<file path="src/rtl/rf_dump_pkg.sv">
// Shared types and default sizing for the register-file dump reader.
package rf_dump_pkg;

    typedef enum logic [2:0] {
        IDLE   = 3'd0,
        FETCH  = 3'd1,
        DRAIN0 = 3'd2,
        DRAIN1 = 3'd3,
        DONE   = 3'd4
    } state_e;

    localparam int DEF_NUM_REGS = 32;
    localparam int DEF_ADDR_W   = 5;
    localparam int DEF_DATA_W   = 32;

endpackage

</file>
<file path="src/rtl/rf_dump_reader.sv">
// Walks the register file two registers at a time and streams {out_idx, out_data}, XOR-accumulating a checksum.
// Latency: first word 2 cycles after start; 3 cycles per pair with out_ready held high.
// Backpressure: out_ready low freezes out_data/out_idx/checksum and pauses the walk.
module rf_dump_reader
    import rf_dump_pkg::*;
#(
    parameter int NUM_REGS = DEF_NUM_REGS,
    parameter int ADDR_W   = DEF_ADDR_W,
    parameter int DATA_W   = DEF_DATA_W
)(
    input  logic              clk,
    input  logic              RST,
    input  logic              start,
    input  logic              abort,
    output logic [ADDR_W-1:0] rf_a1,
    output logic [ADDR_W-1:0] rf_a2,
    input  logic [DATA_W-1:0] rf_rd1,
    input  logic [DATA_W-1:0] rf_rd2,
    output logic              out_valid,
    input  logic              out_ready,
    output logic [DATA_W-1:0] out_data,
    output logic [ADDR_W-1:0] out_idx,
    output logic              busy,
    output logic              done,
    output logic [DATA_W-1:0] checksum
);

    localparam logic [2:0] S_IDLE   = 3'(IDLE);
    localparam logic [2:0] S_FETCH  = 3'(FETCH);
    localparam logic [2:0] S_DRAIN0 = 3'(DRAIN0);
    localparam logic [2:0] S_DRAIN1 = 3'(DRAIN1);
    localparam logic [2:0] S_DONE   = 3'(DONE);

    localparam logic [ADDR_W-1:0] A_ONE    = ADDR_W'(1);
    localparam logic [ADDR_W-1:0] A_TWO    = ADDR_W'(2);
    localparam logic [ADDR_W-1:0] A_THREE  = ADDR_W'(3);
    localparam logic [ADDR_W-1:0] LAST_PTR = ADDR_W'(NUM_REGS - 2);

    logic [2:0]        r_state;
    logic [ADDR_W-1:0] r_ptr;
    logic [ADDR_W-1:0] r_a1;
    logic [ADDR_W-1:0] r_a2;
    logic [ADDR_W-1:0] r_out_idx;
    logic [DATA_W-1:0] r_buf1;
    logic [DATA_W-1:0] r_out_data;
    logic [DATA_W-1:0] r_checksum;
    logic              r_out_valid;
    logic              r_busy;
    logic              r_done;
    logic              w_accept;

    assign w_accept = r_out_valid & out_ready;

    // r_out_data doubles as the even-register buffer; r_buf1 parks the odd one.
    always_ff @(posedge clk) begin
        if (RST) begin
            r_state     <= S_IDLE;
            r_ptr       <= '0;
            r_a1        <= '0;
            r_a2        <= '0;
            r_out_idx   <= '0;
            r_buf1      <= '0;
            r_out_data  <= '0;
            r_checksum  <= '0;
            r_out_valid <= 1'b0;
            r_busy      <= 1'b0;
            r_done      <= 1'b0;
        end else begin
            r_done <= 1'b0;
            if (w_accept)
                r_checksum <= r_checksum ^ r_out_data;
            if (abort && (r_state != S_IDLE)) begin
                r_state     <= S_IDLE;
                r_out_valid <= 1'b0;
                r_busy      <= 1'b0;
            end else begin
                case (r_state)
                    S_IDLE: begin
                        if (start) begin
                            r_state    <= S_FETCH;
                            r_ptr      <= '0;
                            r_checksum <= '0;
                            r_a1       <= '0;
                            r_a2       <= A_ONE;
                            r_busy     <= 1'b1;
                        end
                    end
                    S_FETCH: begin
                        r_out_data  <= rf_rd1;
                        r_buf1      <= rf_rd2;
                        r_out_idx   <= r_ptr;
                        r_out_valid <= 1'b1;
                        r_state     <= S_DRAIN0;
                    end
                    S_DRAIN0: begin
                        if (out_ready) begin
                            r_out_data <= r_buf1;
                            r_out_idx  <= r_ptr + A_ONE;
                            r_state    <= S_DRAIN1;
                        end
                    end
                    S_DRAIN1: begin
                        if (out_ready) begin
                            r_out_valid <= 1'b0;
                            if (r_ptr == LAST_PTR) begin
                                r_state <= S_DONE;
                                r_done  <= 1'b1;
                            end else begin
                                r_ptr   <= r_ptr + A_TWO;
                                r_a1    <= r_ptr + A_TWO;
                                r_a2    <= r_ptr + A_THREE;
                                r_state <= S_FETCH;
                            end
                        end
                    end
                    S_DONE: begin
                        r_busy  <= 1'b0;
                        r_state <= S_IDLE;
                    end
                    default: begin
                        r_state     <= S_IDLE;
                        r_out_valid <= 1'b0;
                        r_busy      <= 1'b0;
                    end
                endcase
            end
        end
    end

    assign rf_a1     = r_a1;
    assign rf_a2     = r_a2;
    assign out_valid = r_out_valid;
    assign out_data  = r_out_data;
    assign out_idx   = r_out_idx;
    assign busy      = r_busy;
    assign done      = r_done;
    assign checksum  = r_checksum;

endmodule

</file>
<file path="config.mk">
export PLATFORM = sky130hd
export DESIGN_NAME = rf_dump_reader
export DESIGN_NICKNAME = d
export VERILOG_FILES = /design/src/rtl/rf_dump_pkg.sv /design/src/rtl/rf_dump_reader.sv
export SDC_FILE = /design/constraint.sdc
export NUM_CORES = 1
export LEC_CHECK = 0
export ABC_AREA = 1
export CAP_MARGIN = 20
export CORE_MARGIN = 2
export CORE_UTILIZATION = 51
export DETAILED_ROUTE_END_ITERATION = 10
export PLACE_DENSITY = 0.83
export SLEW_MARGIN = 0
export SYNTH_ARGS = -nofsm -noshare
export SYNTH_HDL_FRONTEND = slang
export SYNTH_SLANG_ARGS = --single-unit
</file>
<file path="constraint.sdc">
create_clock -name clk -period 2.5 [get_ports clk]
set_input_delay 0.75 -clock clk [delete_from_list [all_inputs] [get_ports clk]]
set_output_delay 0.75 -clock clk [all_outputs]
set_load 0.01 [all_outputs]
</file>
**After elaboration in Yosys (flattened, before gate mapping)**

Index checks and enable logic that the tools add are counted.

- Memory bits (read-only): 0
- Bits in registers: 117
- Latch bits: 0
- Memories kept: 0
- Bits in writable memories: 0
- Bits of input ports: 69

- Magnitude comparators: 0
- Multiply operators: 0
- Div/mod/pow operators: 0
- Bitwise operators: 7
- Shift operators: 0
- Muxes and demuxes: 26
- $add $sub $neg: 3
- Reduce and logical (&&, ||, !) cells: 15
- Equality and inequality tests: 9

Operators with widths:

| cell | count |
|---|---|
| two-way mux 32 bit | 5 |
| case mux 32 bit (2 select lines) | 1 |
| two-way mux 5 bit | 7 |
| XOR 32 bit | 1 |
| case mux 5 bit (2 select lines) | 3 |
| two-way mux 3 bit | 4 |
| case mux 3 bit (4 select lines) | 1 |
| adder 5 x 2 -> 5 bit (second input constant) | 2 |
| inequality test 2 bit (second input constant) | 4 |
| equality test 3 x 2 -> 1 bit (second input constant) | 2 |
| AND reduction 2 bit | 3 |
| AND reduction 3 bit | 2 |
| OR reduction 3 bit | 2 |
| adder 5 x 1 -> 5 bit (second input constant) | 1 |
| equality test 5 bit (second input constant) | 1 |
| NOT 1 bit | 5 |
| AND reduction 5 bit | 1 |
| nonzero test 2 bit | 2 |
| OR reduction 4 bit | 1 |
| equality test 3 x 1 -> 1 bit (second input constant) | 1 |
| equality test 3 bit (second input constant) | 1 |
| zero test 3 bit | 1 |
| two-way mux 1 bit | 3 |
| case mux 1 bit (3 select lines) | 1 |
| other kinds (5) | 5 |

**Depth between registers and ports, before layout**

- Depth in word-level cells: 5
- Mapped depth: 9
- Depth with buffers taken out: 8

**Least setup slack after synthesis**

No wires, ideal clock.

- Kind: in2reg
- Start: input RST
- End: register r_checksum[10] (netlist: checksum[10])
- Data required time: 2383 ps
- Path buffers: 2
- Slack: 914 ps
- Stages on the path: 5
- Arrival: 1469 ps
- Cell sequence: clkbuf_1 inv_1 o21ai_1 buf_2 nor2_1

RTL lines:

| what | RTL line | text |
|---|---|---|
| start: declaration | rf_dump_reader.sv:12 | `input logic RST,` |
| end signal: assignment | rf_dump_reader.sv:71 | `r_checksum <= r_checksum ^ r_out_data;` |
| end: declaration | rf_dump_reader.sv:46 | `logic [DATA_W-1:0] r_checksum;` |

==> out/results.txt <==
outcome: completed
FMAX: 0.429 GHz
RD Place Congestion: 0.928
Crit Path Category: register to primary output
area leader, netlist: dfxtp_1
largest net degree at the start of global routing: 65
clk buf depth: 2
ANT nets after route: 0
Layout area overhead: 42.0%
Avg WL per Cell: 13.9 um
total routed wirelength: 12.4 mm
H-tree level count: 4
crit path buf inv count: 1
number of port buffers: 149
Final setup viols: 0
# diodes: 0
period utilization: 0.932
max incr delay on CP: 0.61 ns
post-layout minimum cycle time: 2.33 ns
CTS tree: done
Synth area leaders: dfxtp_1 (46%), nand2_1 (10%), nand2_4 (7.0%)
root buf cell: clkbuf_8
unrepaired setup endpoints after global routing: false
Mapped Cells: 608
Slew Limit Fails: 0
Yosys warning count: 0
first-pass GRT wire length: 19.5 mm
worst clock skew: 0.0104 ns
overall power: 0.00719 W
Worst path top cell family by delay: buffers and inverters
Mapped Nets: 679
# IOs: 151
CP Data Required Time: 1.75 ns
total negative slack: 0 ns
share of cells above drive strength 1: 0.148
initial DRC count: 125
Cell Area, Synth: 0.00497 sq mm
Max rail drop VDD: 0.738 mV
sequential element share of the synthesized area: 0.455
die width: 103 um
Power Density: 1020 mW/mm^2
max cap viols: 0
GR Overflow Total: 0
Row Count: 36
CP endpoint kind: primary output
fillers: 725
slowest cell on the critical path: clkdlybuf4s50_1
Final Util: 0.735
clock slew at reported path FFs: 0.05 ns
critical path arrival: 1.58 ns
Startpoint Class: register
Setup Fix Bufs, Post-CTS: 0
worst min path class: register to register
CTS Hold Bufs: 0
crit path cell chain: clkdlybuf4s50_1
Gates resized, CTS repair: 0
Chip Height: 103 um
count of different cell masters after synthesis: 29
FF+latch count, synth: 113
TritonCTS Buffers: 17
CTS sink cnt: 113
Net count, final: 820
core area: 0.00959 sq mm
Lkg Pwr: 2.72 nW
Max FO, Critical Path: 8
final hold vios: 0
vias: 4360
Synth Area per Inst: 8.17 sq um
Final HPWL DP: 8.60 mm
GRT Overall Usage: 0.240
DRC Markers: 0
clock latency at the later pin of the worst-skew pair: 0.50 ns
initial core utilization: 0.518
Tightest Pin Transition: 0.656 ns
initial antenna violation count: 0
area fraction of the dominant cell type after synthesis: 0.455
worst hold margin: 0.445 ns
Vias/cell: 4.87
drt first pass iters: 4
vias in the first global route: 4201
die area: 0.0105 sq mm
Slew headroom: 0.563
==> routing by layer <==
layer	wire length, um	GRT usage	vias to the layer above
met5	0	0	-
met4	334	0.104	0
met3	531	0.0502	25
met2	6520	0.430	114
met1	5020	0.276	2023
li1	-	-	2198
==> cell families (layout without fill, tap and decap cells) <==
kind of cell,Yosys count,in the layout,share of synthesized area
and+or+nand+nor,229,229,0.229
xor gates and xnor gates,32,32,0.0564
DFF,113,113,0.455
adders and majority gates,2,2,0.00504
other,1,1,0.000755
AOI/OAI and AO/OA,143,143,0.167
buffers and inverters,88,242,0.0866
==> area by class of cell <==
class,instances,area [sq um],share of cell area
tap,133,166,0.0236
clock buffer,22,453,0.0642
multi-input combinational,407,2280,0.323
sequential,113,2260,0.321
clock inverter,10,86.3,0.0122
timing repair buffer,160,1620,0.229
inverter,50,189,0.0268
==> power by group <==
part / internal, W / switching, W
registers: 0.00219 / 0.000332
clock network: 0.00136 / 0.000812
logic: 0.00110 / 0.00140
==> flip-flops by register name, indices dropped and copies added, names as in the netlist, 3 cells and up <==
register / cells
rf_a2: 5
checksum: 32
out_idx: 5
r_buf1: 32
out_data: 32
r_state: 3
==> layout by cell type (no fill, tap or decap), types with 7 or more instances in the layout <==
cell type	n
clkdlybuf4s50_1	148
nand2_1	133
dfxtp_1	113
o21ai_0	64
nor2_1	49
inv_1	46
a21oi_1	46
xor2_1	32
nand2_4	31
a21oi_2	30
clkbuf_16	16
buf_4	7
==> worst paths after layout <==
| kind | from | end | slack, ns | cells past startpoint |
|---|---|---|---|---|
| min reg2reg | r_buf1[31] | r_buf1[31] | 0.45 | 2 |
| max | rf_a2[3] | rf_a1[3] | 0.17 | 1 |
| max reg2reg | r_state[0] | r_buf1[10] | 0.63 | 8 |
| min | r_buf1[31] | r_buf1[31] | 0.45 | 2 |
==> synthesized netlist by cell type (all sizes together) <==
master	n
nor3	3
or2	1
nor2	50
o22ai	1
a21oi	76
ha	2
dfxtp	113
o21ai	66
nand3	7
inv	49
xor2	32
nand2	166
clkbuf	16
nand4	2
conb	1
buf	22
clkinv	1
==> tightest hold or removal path, delay by kind of cell, from the launching register on <==
kind	cells	cell delay, ns
DFF	1	0.29
AOI/OAI and AO/OA	1	0.05
buffers and inverters	1	0.05
==> stage by stage <==
step           area [sq um]  std cells  worst slack (ns)
2_1_floorplan          4970        608             0.914
3_3_place_gp           6520        863             0.307
3_5_place_dp           6520        863             0.252
4_1_cts                7060        895             0.149
5_1_grt                7060        895             0.123
6_report               7060        895             0.169
Power figures use the tool's default switching activity.
